===== src/rtl/ifu_pkg.sv =====
// Shared IFU types and constants: line geometry, miss controller states,
// timeout/retry limits and the tag-to-line-address helper.
package ifu_pkg;

   localparam int ADDR_WIDTH     = 32;
   localparam int OFFSET_WIDTH   = 4;
   localparam int TAG_WIDTH      = ADDR_WIDTH - OFFSET_WIDTH;
   localparam int LINE_WIDTH     = 128;
   localparam int TIMEOUT_CYCLES = 64;
   localparam int MAX_RETRIES    = 2;
   localparam int WAIT_CNT_WIDTH = $clog2(TIMEOUT_CYCLES);
   localparam int RETRY_WIDTH    = $clog2(MAX_RETRIES + 1);

   typedef logic [TAG_WIDTH-1:0]  tag_t;
   typedef logic [LINE_WIDTH-1:0] line_t;
   typedef logic [ADDR_WIDTH-1:0] addr_t;

   typedef enum logic [2:0] {
      IDLE  = 3'd0,
      REQ   = 3'd1,
      WAIT  = 3'd2,
      FILL  = 3'd3,
      DRAIN = 3'd4
   } miss_state_t;

   function automatic addr_t line_addr(input tag_t tag);
      return {tag, {OFFSET_WIDTH{1'b0}}};
   endfunction

endpackage


===== src/rtl/ifu_miss_pend_buf.sv =====
// Single-entry pending miss buffer. Drops tags that duplicate the in-flight
// or pending tag, and clears on flush.
module ifu_miss_pend_buf
   import ifu_pkg::*;
(
   input  logic clk_i,
   input  logic rst_ni,
   input  logic flush_i,
   input  logic push_i,
   input  tag_t tag_i,
   input  logic pop_i,
   input  logic act_valid_i,
   input  tag_t act_tag_i,
   output logic valid_o,
   output tag_t tag_o,
   output logic accept_o
);

   logic valid_q;
   logic valid_d;
   tag_t tag_q;
   tag_t tag_d;
   logic dup_s;
   logic free_s;

   // A slot being popped this cycle can take the new tag immediately.
   always_comb begin
      dup_s    = (act_valid_i && (tag_i == act_tag_i)) || (valid_q && (tag_i == tag_q));
      free_s   = !valid_q || pop_i;
      accept_o = push_i && !flush_i && !dup_s && free_s;
      valid_d  = valid_q;
      tag_d    = tag_q;
      if (flush_i) begin
         valid_d = 1'b0;
      end else if (accept_o) begin
         valid_d = 1'b1;
         tag_d   = tag_i;
      end else if (pop_i) begin
         valid_d = 1'b0;
      end else begin
         valid_d = valid_q;
      end
   end

   always_ff @(posedge clk_i or negedge rst_ni) begin
      if (!rst_ni) begin
         valid_q <= 1'b0;
         tag_q   <= '0;
      end else begin
         valid_q <= valid_d;
         tag_q   <= tag_d;
      end
   end

   assign valid_o = valid_q;
   assign tag_o   = tag_q;

endmodule


===== src/rtl/ifu_miss_ctrl.sv =====
// Instruction-cache miss/refill controller: one outstanding line read with
// timeout-driven reissue, one pending miss slot and flush abort.
module ifu_miss_ctrl
   import ifu_pkg::*;
(
   input  logic                  Clock,
   input  logic                  Rst,
   input  logic [TAG_WIDTH-1:0]  cache_reqTagIn,
   input  logic                  cache_reqTagValidIn,
   input  logic                  flushIn,
   output logic [ADDR_WIDTH-1:0] mem_reqAddrOut,
   output logic                  mem_reqValidOut,
   input  logic                  mem_reqReadyIn,
   input  logic [LINE_WIDTH-1:0] mem_rspDataIn,
   input  logic                  mem_rspValidIn,
   output logic [TAG_WIDTH-1:0]  cache_rspTagOut,
   output logic [LINE_WIDTH-1:0] cache_rspInsLineOut,
   output logic                  cache_rspInsLineValidOut,
   output logic                  busyOut,
   output logic                  timeoutErrOut,
   output logic [15:0]           missCountOut
);

   // Expiry one count early: the REQ cycle of the reissue completes the
   // TIMEOUT_CYCLES spacing between successive handshakes.
   localparam logic [WAIT_CNT_WIDTH-1:0] WAIT_LAST = WAIT_CNT_WIDTH'(TIMEOUT_CYCLES - 2);
   localparam logic [RETRY_WIDTH-1:0]    RETRY_MAX = RETRY_WIDTH'(MAX_RETRIES);

   miss_state_t                state_q, state_d;
   tag_t                       tag_q, tag_d;
   line_t                      line_q, line_d;
   logic [WAIT_CNT_WIDTH-1:0]  wait_cnt_q, wait_cnt_d;
   logic [RETRY_WIDTH-1:0]     retry_q, retry_d;
   logic                       err_q, err_d;
   logic [15:0]                miss_cnt_q, miss_cnt_d;

   logic idle_take_s;
   logic err_set_s;
   logic pend_pop_s;
   logic pend_push_s;
   logic pend_valid_s;
   tag_t pend_tag_s;
   logic pend_accept_s;
   logic act_valid_s;

   assign act_valid_s = (state_q == REQ) || (state_q == WAIT) || (state_q == FILL);
   assign pend_push_s = cache_reqTagValidIn && !((state_q == IDLE) && !pend_valid_s);

   ifu_miss_pend_buf u_pend_buf (
      .clk_i       (Clock),
      .rst_ni      (Rst),
      .flush_i     (flushIn),
      .push_i      (pend_push_s),
      .tag_i       (cache_reqTagIn),
      .pop_i       (pend_pop_s),
      .act_valid_i (act_valid_s),
      .act_tag_i   (tag_q),
      .valid_o     (pend_valid_s),
      .tag_o       (pend_tag_s),
      .accept_o    (pend_accept_s)
   );

   always_comb begin
      state_d     = state_q;
      tag_d       = tag_q;
      line_d      = line_q;
      wait_cnt_d  = wait_cnt_q;
      retry_d     = retry_q;
      idle_take_s = 1'b0;
      err_set_s   = 1'b0;
      pend_pop_s  = 1'b0;
      case (state_q)
         IDLE: begin
            if (flushIn) begin
               state_d = IDLE;
            end else if (pend_valid_s) begin
               pend_pop_s = 1'b1;
               tag_d      = pend_tag_s;
               retry_d    = '0;
               state_d    = REQ;
            end else if (cache_reqTagValidIn) begin
               idle_take_s = 1'b1;
               tag_d       = cache_reqTagIn;
               retry_d     = '0;
               state_d     = REQ;
            end else begin
               state_d = IDLE;
            end
         end
         REQ: begin
            if (mem_reqReadyIn) begin
               wait_cnt_d = '0;
               state_d    = flushIn ? DRAIN : WAIT;
            end else if (flushIn) begin
               state_d = IDLE;
            end else begin
               state_d = REQ;
            end
         end
         WAIT: begin
            wait_cnt_d = wait_cnt_q + 1'b1;
            if (flushIn) begin
               state_d = mem_rspValidIn ? IDLE : DRAIN;
            end else if (mem_rspValidIn) begin
               line_d  = mem_rspDataIn;
               state_d = FILL;
            end else if (wait_cnt_q == WAIT_LAST) begin
               if (retry_q < RETRY_MAX) begin
                  retry_d = retry_q + 1'b1;
                  state_d = REQ;
               end else begin
                  err_set_s = 1'b1;
                  retry_d   = '0;
                  state_d   = IDLE;
               end
            end else begin
               state_d = WAIT;
            end
         end
         FILL: begin
            retry_d = '0;
            state_d = IDLE;
         end
         DRAIN: begin
            if (mem_rspValidIn || (wait_cnt_q == WAIT_LAST)) begin
               state_d = IDLE;
            end else begin
               wait_cnt_d = wait_cnt_q + 1'b1;
               state_d    = DRAIN;
            end
         end
         default: begin
            state_d = IDLE;
         end
      endcase

      err_d = flushIn ? 1'b0 : (err_q | err_set_s);
      if ((idle_take_s || pend_accept_s) && (miss_cnt_q != 16'hFFFF)) begin
         miss_cnt_d = miss_cnt_q + 16'd1;
      end else begin
         miss_cnt_d = miss_cnt_q;
      end
   end

   always_ff @(posedge Clock or negedge Rst) begin
      if (!Rst) begin
         state_q    <= IDLE;
         tag_q      <= '0;
         line_q     <= '0;
         wait_cnt_q <= '0;
         retry_q    <= '0;
         err_q      <= 1'b0;
         miss_cnt_q <= 16'd0;
      end else begin
         state_q    <= state_d;
         tag_q      <= tag_d;
         line_q     <= line_d;
         wait_cnt_q <= wait_cnt_d;
         retry_q    <= retry_d;
         err_q      <= err_d;
         miss_cnt_q <= miss_cnt_d;
      end
   end

   assign mem_reqValidOut          = (state_q == REQ);
   assign mem_reqAddrOut           = line_addr(tag_q);
   assign cache_rspTagOut          = tag_q;
   assign cache_rspInsLineOut      = line_q;
   assign cache_rspInsLineValidOut = (state_q == FILL) && !flushIn;
   assign busyOut                  = (state_q != IDLE) || pend_valid_s;
   assign timeoutErrOut            = err_q;
   assign missCountOut             = miss_cnt_q;

endmodule


===== config.mk =====
export PLATFORM = sky130hd
export DESIGN_NAME = ifu_miss_ctrl
export DESIGN_NICKNAME = d
export VERILOG_FILES = /design/src/rtl/ifu_pkg.sv /design/src/rtl/ifu_miss_pend_buf.sv /design/src/rtl/ifu_miss_ctrl.sv
export SDC_FILE = /design/constraint.sdc
export NUM_CORES = 1
export LEC_CHECK = 0
export CORE_MARGIN = 2
export CORE_UTILIZATION = 40
export DETAILED_ROUTE_END_ITERATION = 10
export PLACE_DENSITY = 0.77
export SYNTH_ARGS = -nofsm -noshare
export SYNTH_HDL_FRONTEND = slang
export SYNTH_HIERARCHICAL = 1
export SYNTH_SLANG_ARGS = --single-unit

===== constraint.sdc =====
create_clock -name Clock -period 2.4 [get_ports Clock]
set_input_delay 0.24 -clock Clock [delete_from_list [all_inputs] [get_ports Clock]]
set_output_delay 0.24 -clock Clock [all_outputs]
set_load 0.02 [all_outputs]

==> key figures <==
Pwr
  – PwrDens: 1270 nW/um2
  – Pleak: around 6.3 nW
  – Peak VDD IR: about 0.95 mV
  – Logic pwr share: 0.462
  – NetSw: around 0.0066 W
  – Pint: 0.0119 W
  – Switching Fraction: 0.356
  – Clock power frac: 0.201
  – Seq pwr share: 0.337

Logic synthesis
  – Most frequent cell after synthesis: dfrtp_1
  – Synthesized cell area: 9700 um2
  – Syn_area_per_cell: around 13 um2
  – Ranking of synthesized cells by area: dfrtp_1, mux2_1, xnor2_1, mux2_4, mux2i_1
  – Primary FF master, synth: dfrtp_1
  – EDFF count, synth: 0
  – Async SR Flop Fraction: 1.00
  – Synthesized instance count: 722
  – Synth area leader: dfrtp_1
  – Top cells by count, synth: dfrtp_1, mux2_1, xnor2_1
  – Seq/Total Area, Yosys: 0.549
  – FF+latch count, synth: 213
  – Post-synth top area share: 0.549
  – Count of cell types in the netlist: 54
  – Synth warnings: 6

Job
  – MaxCap Viol Count: 0

Detailed routing
  – DRT Pass-1 Iters: 4
  – Number of remaining DRC errors: 0
  – Vias: 6959
  – Initial DRC count: 289
  – Post-Route WL: 26.3 mm
  – Final ANT Viol Nets: 0
  – Wire length per cell: 18.3 um
  – Vias/cell: slightly below 5

Clock network
  – H-tree Lvls: 1
  – Worst-path clk slew: 0.06 ns
  – Clock Path Buffers: 3
  – CTS Buf Count: 23
  – Worst-Skew Late Latency: 0.50 ns
  – TritonCTS clock tree: done
  – Clk sinks: approximately 210
  – Clock root buffer: clkbuf_16

Worst setup path
  – Req. time, crit path: 2.16 ns
  – Critical path class: reg -> out
  – Reg-to-Reg Start: u_pend_buf/tag_o[2]$_DFFE_PN0P_
  – Worst-path cell chain: buf_4 > nor3_2 > nand2b_1 > clkdlybuf4s50_1
  – R2r endpoint: missCountOut[12]$_DFFE_PN0P_
  – Crit path DAT: 2.05 ns
  – Worst r2r path cells: 9
  – Max incr delay on CP: 0.56 ns
  – Startpoint Class: flip-flop
  – Crit path launch: state_q[1]$_DFF_PN0_
  – Slowest cell on crit path: clkdlybuf4s50_1
  – Flop2flop setup slack: 0.11 ns
  – Worst Path Max Fanout: 10
  – Setup crit end kind: primary output
  – Crit path to: busyOut

Final layout
  – Finished Core Util: 0.606
  – Net count, final: about 1300
  – Share of cells above drive strength 1: 0.123
  – Area growth syn-to-layout: 50.1%

STA
  – Slew Limit Fails: 0
  – Hold Violations, Final: 0
  – Worst Clk Skew: about 0.0054 ns
  – # setup viols final: 0
  – Max Clk Rate: 0.437 GHz
  – Actual slew at the worst max-slew pin: 0.605 ns
  – Hold slack final: 0.327 ns
  – Clock period minus worst slack: 2.29 ns
  – Slew HR: 0.597
  – Final Cycle Share: 0.954

Place
  – Final GP Congestion: between 0.8 and 0.9
  – Port bufs: 365
  – DP HPWL: 19.8 mm

GRT
  – Grt ovf: 0
  – First-pass GRT wire length: 40.7 mm
  – Total GRT Usage: 0.201
  – Vias in the first global route: 7093
  – Largest net degree at the start of global routing: 76
  – Initial antenna violation count: 8

Floorplan
  – Num rows: 57
  – Die W: 160 um
  – Die Ht: roughly 160 um
  – Core area: 24000 um2
  – Die area: 25500 um2
  – Starting Density: 0.404
  – # IOs: 370

Run status
  – Status: complete, no violations

Hold path
  – Hold Path Class: in -> reg
==> logic make-up after synthesis <==
logic type / Yosys count / share of synthesized area
AOI/OAI and AO/OA: 55 / 0.0348
xor gates and xnor gates: 71 / 0.0641
adders and majority gates: 3 / 0.00387
buffers and inverters: 70 / 0.0547
DFF: 213 / 0.549
muxes: 188 / 0.225
other: 1 / 0.000386
and+or+nand+nor: 121 / 0.0677
==> cells in the final DEF, fill, tap and decap left out, types with 3 or more instances in the layout <==
| cell type | instances |
|---|---|
| ha_1 | 3 |
| nor2_1 | 37 |
| nand2_1 | 18 |
| conb_1 | 4 |
| and3_1 | 4 |
| bufinv_16 | 3 |
| inv_1 | 7 |
| mux2_1 | 120 |
| clkdlybuf4s50_1 | 363 |
| mux2_2 | 11 |
| xnor2_1 | 66 |
| nand4_1 | 20 |
| a21oi_1 | 30 |
| o21ai_0 | 8 |
| dfrtp_1 | 212 |
| xor2_1 | 3 |
| clkbuf_16 | 23 |
| buf_4 | 31 |
| nor3_1 | 5 |
| clkbuf_8 | 9 |
| nand2b_1 | 3 |
| nand3_1 | 10 |
| buf_12 | 8 |
| diode_2 | 8 |
| mux2i_1 | 29 |
| mux2_4 | 28 |
| o31ai_1 | 3 |
==> state kept, by name, indices dropped and copies added (netlist names), 2 cells and up <==
register and count:
retry_q 2, missCountOut 16, cache_rspTagOut 28, cache_rspInsLineOut 128, u_pend_buf/tag_o 28, wait_cnt_q 6, state_q 3
==> repair_timing <==
action,in CTS,in global routing
hold endpoints to repair,69,0
setup buffers,0,0
endpoints found under the setup margin,0,17
hold buffers,1,0
gates resized for setup,0,8
==> power by group through the flow <==
| stage | combinational (W) | clock (W) | sequential (W) |
|---|---|---|---|
| 6_report | 0.00851 | 0.00372 | 0.00622 |
| 5_1_grt | 0.00898 | 0.00398 | 0.00643 |
| 4_1_cts | 0.00856 | 0.00382 | 0.00622 |
| 3_5_place_dp | 0.00853 | 0 | 0.00626 |
| 3_3_place_gp | 0.00842 | 0 | 0.00618 |
| 2_1_floorplan | 0.00325 | 0 | 0.00757 |
==> cell type report <==
type / count / area (um2)
flip-flops and latches: 213 / 5330
clock inverters: 5 / 100
multi-input cells: 442 / 3920
clock buffers: 33 / 703
well taps: 324 / 405
fillers: 1930 / 9460
diodes: 8 / 20.0
inverters: 7 / 26.3
repair buffers: 405 / 4060
==> worst max-delay path: cells and delay by family (launching register included) <==
family	cells	cell delay, ns
buffers and inverters	2	0.74
DFF	1	0.38
and+or+nand+nor	2	0.43
==> how the worst min path moves through the flow <==
stage	startpoint	endpoint	slack (ns)	cells after the start
after floorplan	Rst	cache_rspInsLineOut[0]$_DFFE_PN0P_	-0.06	0
after global placement	Rst	cache_rspInsLineOut[51]$_DFFE_PN0P_	0.27	1
after detailed placement	Rst	cache_rspInsLineOut[51]$_DFFE_PN0P_	0.27	1
after CTS	mem_rspDataIn[92]	cache_rspInsLineOut[92]$_DFFE_PN0P_	0.30	2
after global routing	mem_rspDataIn[94]	cache_rspInsLineOut[94]$_DFFE_PN0P_	0.32	2
final	mem_rspDataIn[92]	cache_rspInsLineOut[92]$_DFFE_PN0P_	0.33	2
==> stage by stage <==
step / worst slack (ns) / setup TNS [ns] / cells / instance area [um2] / power [W]
2_1_floorplan: 0.0498 / 0 / 725 / 9720 / 0.0108
3_3_place_gp: -0.335 / -9.80 / 1390 / 13700 / 0.0146
3_5_place_dp: -0.337 / -8.89 / 1390 / 13700 / 0.0148
4_1_cts: 0.0200 / 0 / 1429 / 14500 / 0.0186
5_1_grt: -0.0585 / -0.126 / 1437 / 14600 / 0.0194
6_report: 0.111 / 0 / 1437 / 14600 / 0.0184
==> layer usage <==
metal  global-route usage  wire (um)  part of all wire
met1                0.255      10800              0.41
met5                    0          0                 0
met2                0.340      13300              0.50
met4               0.0814        699             0.027
met3               0.0395       1530             0.058
Note: power is estimated with default switching activity, not from simulation.
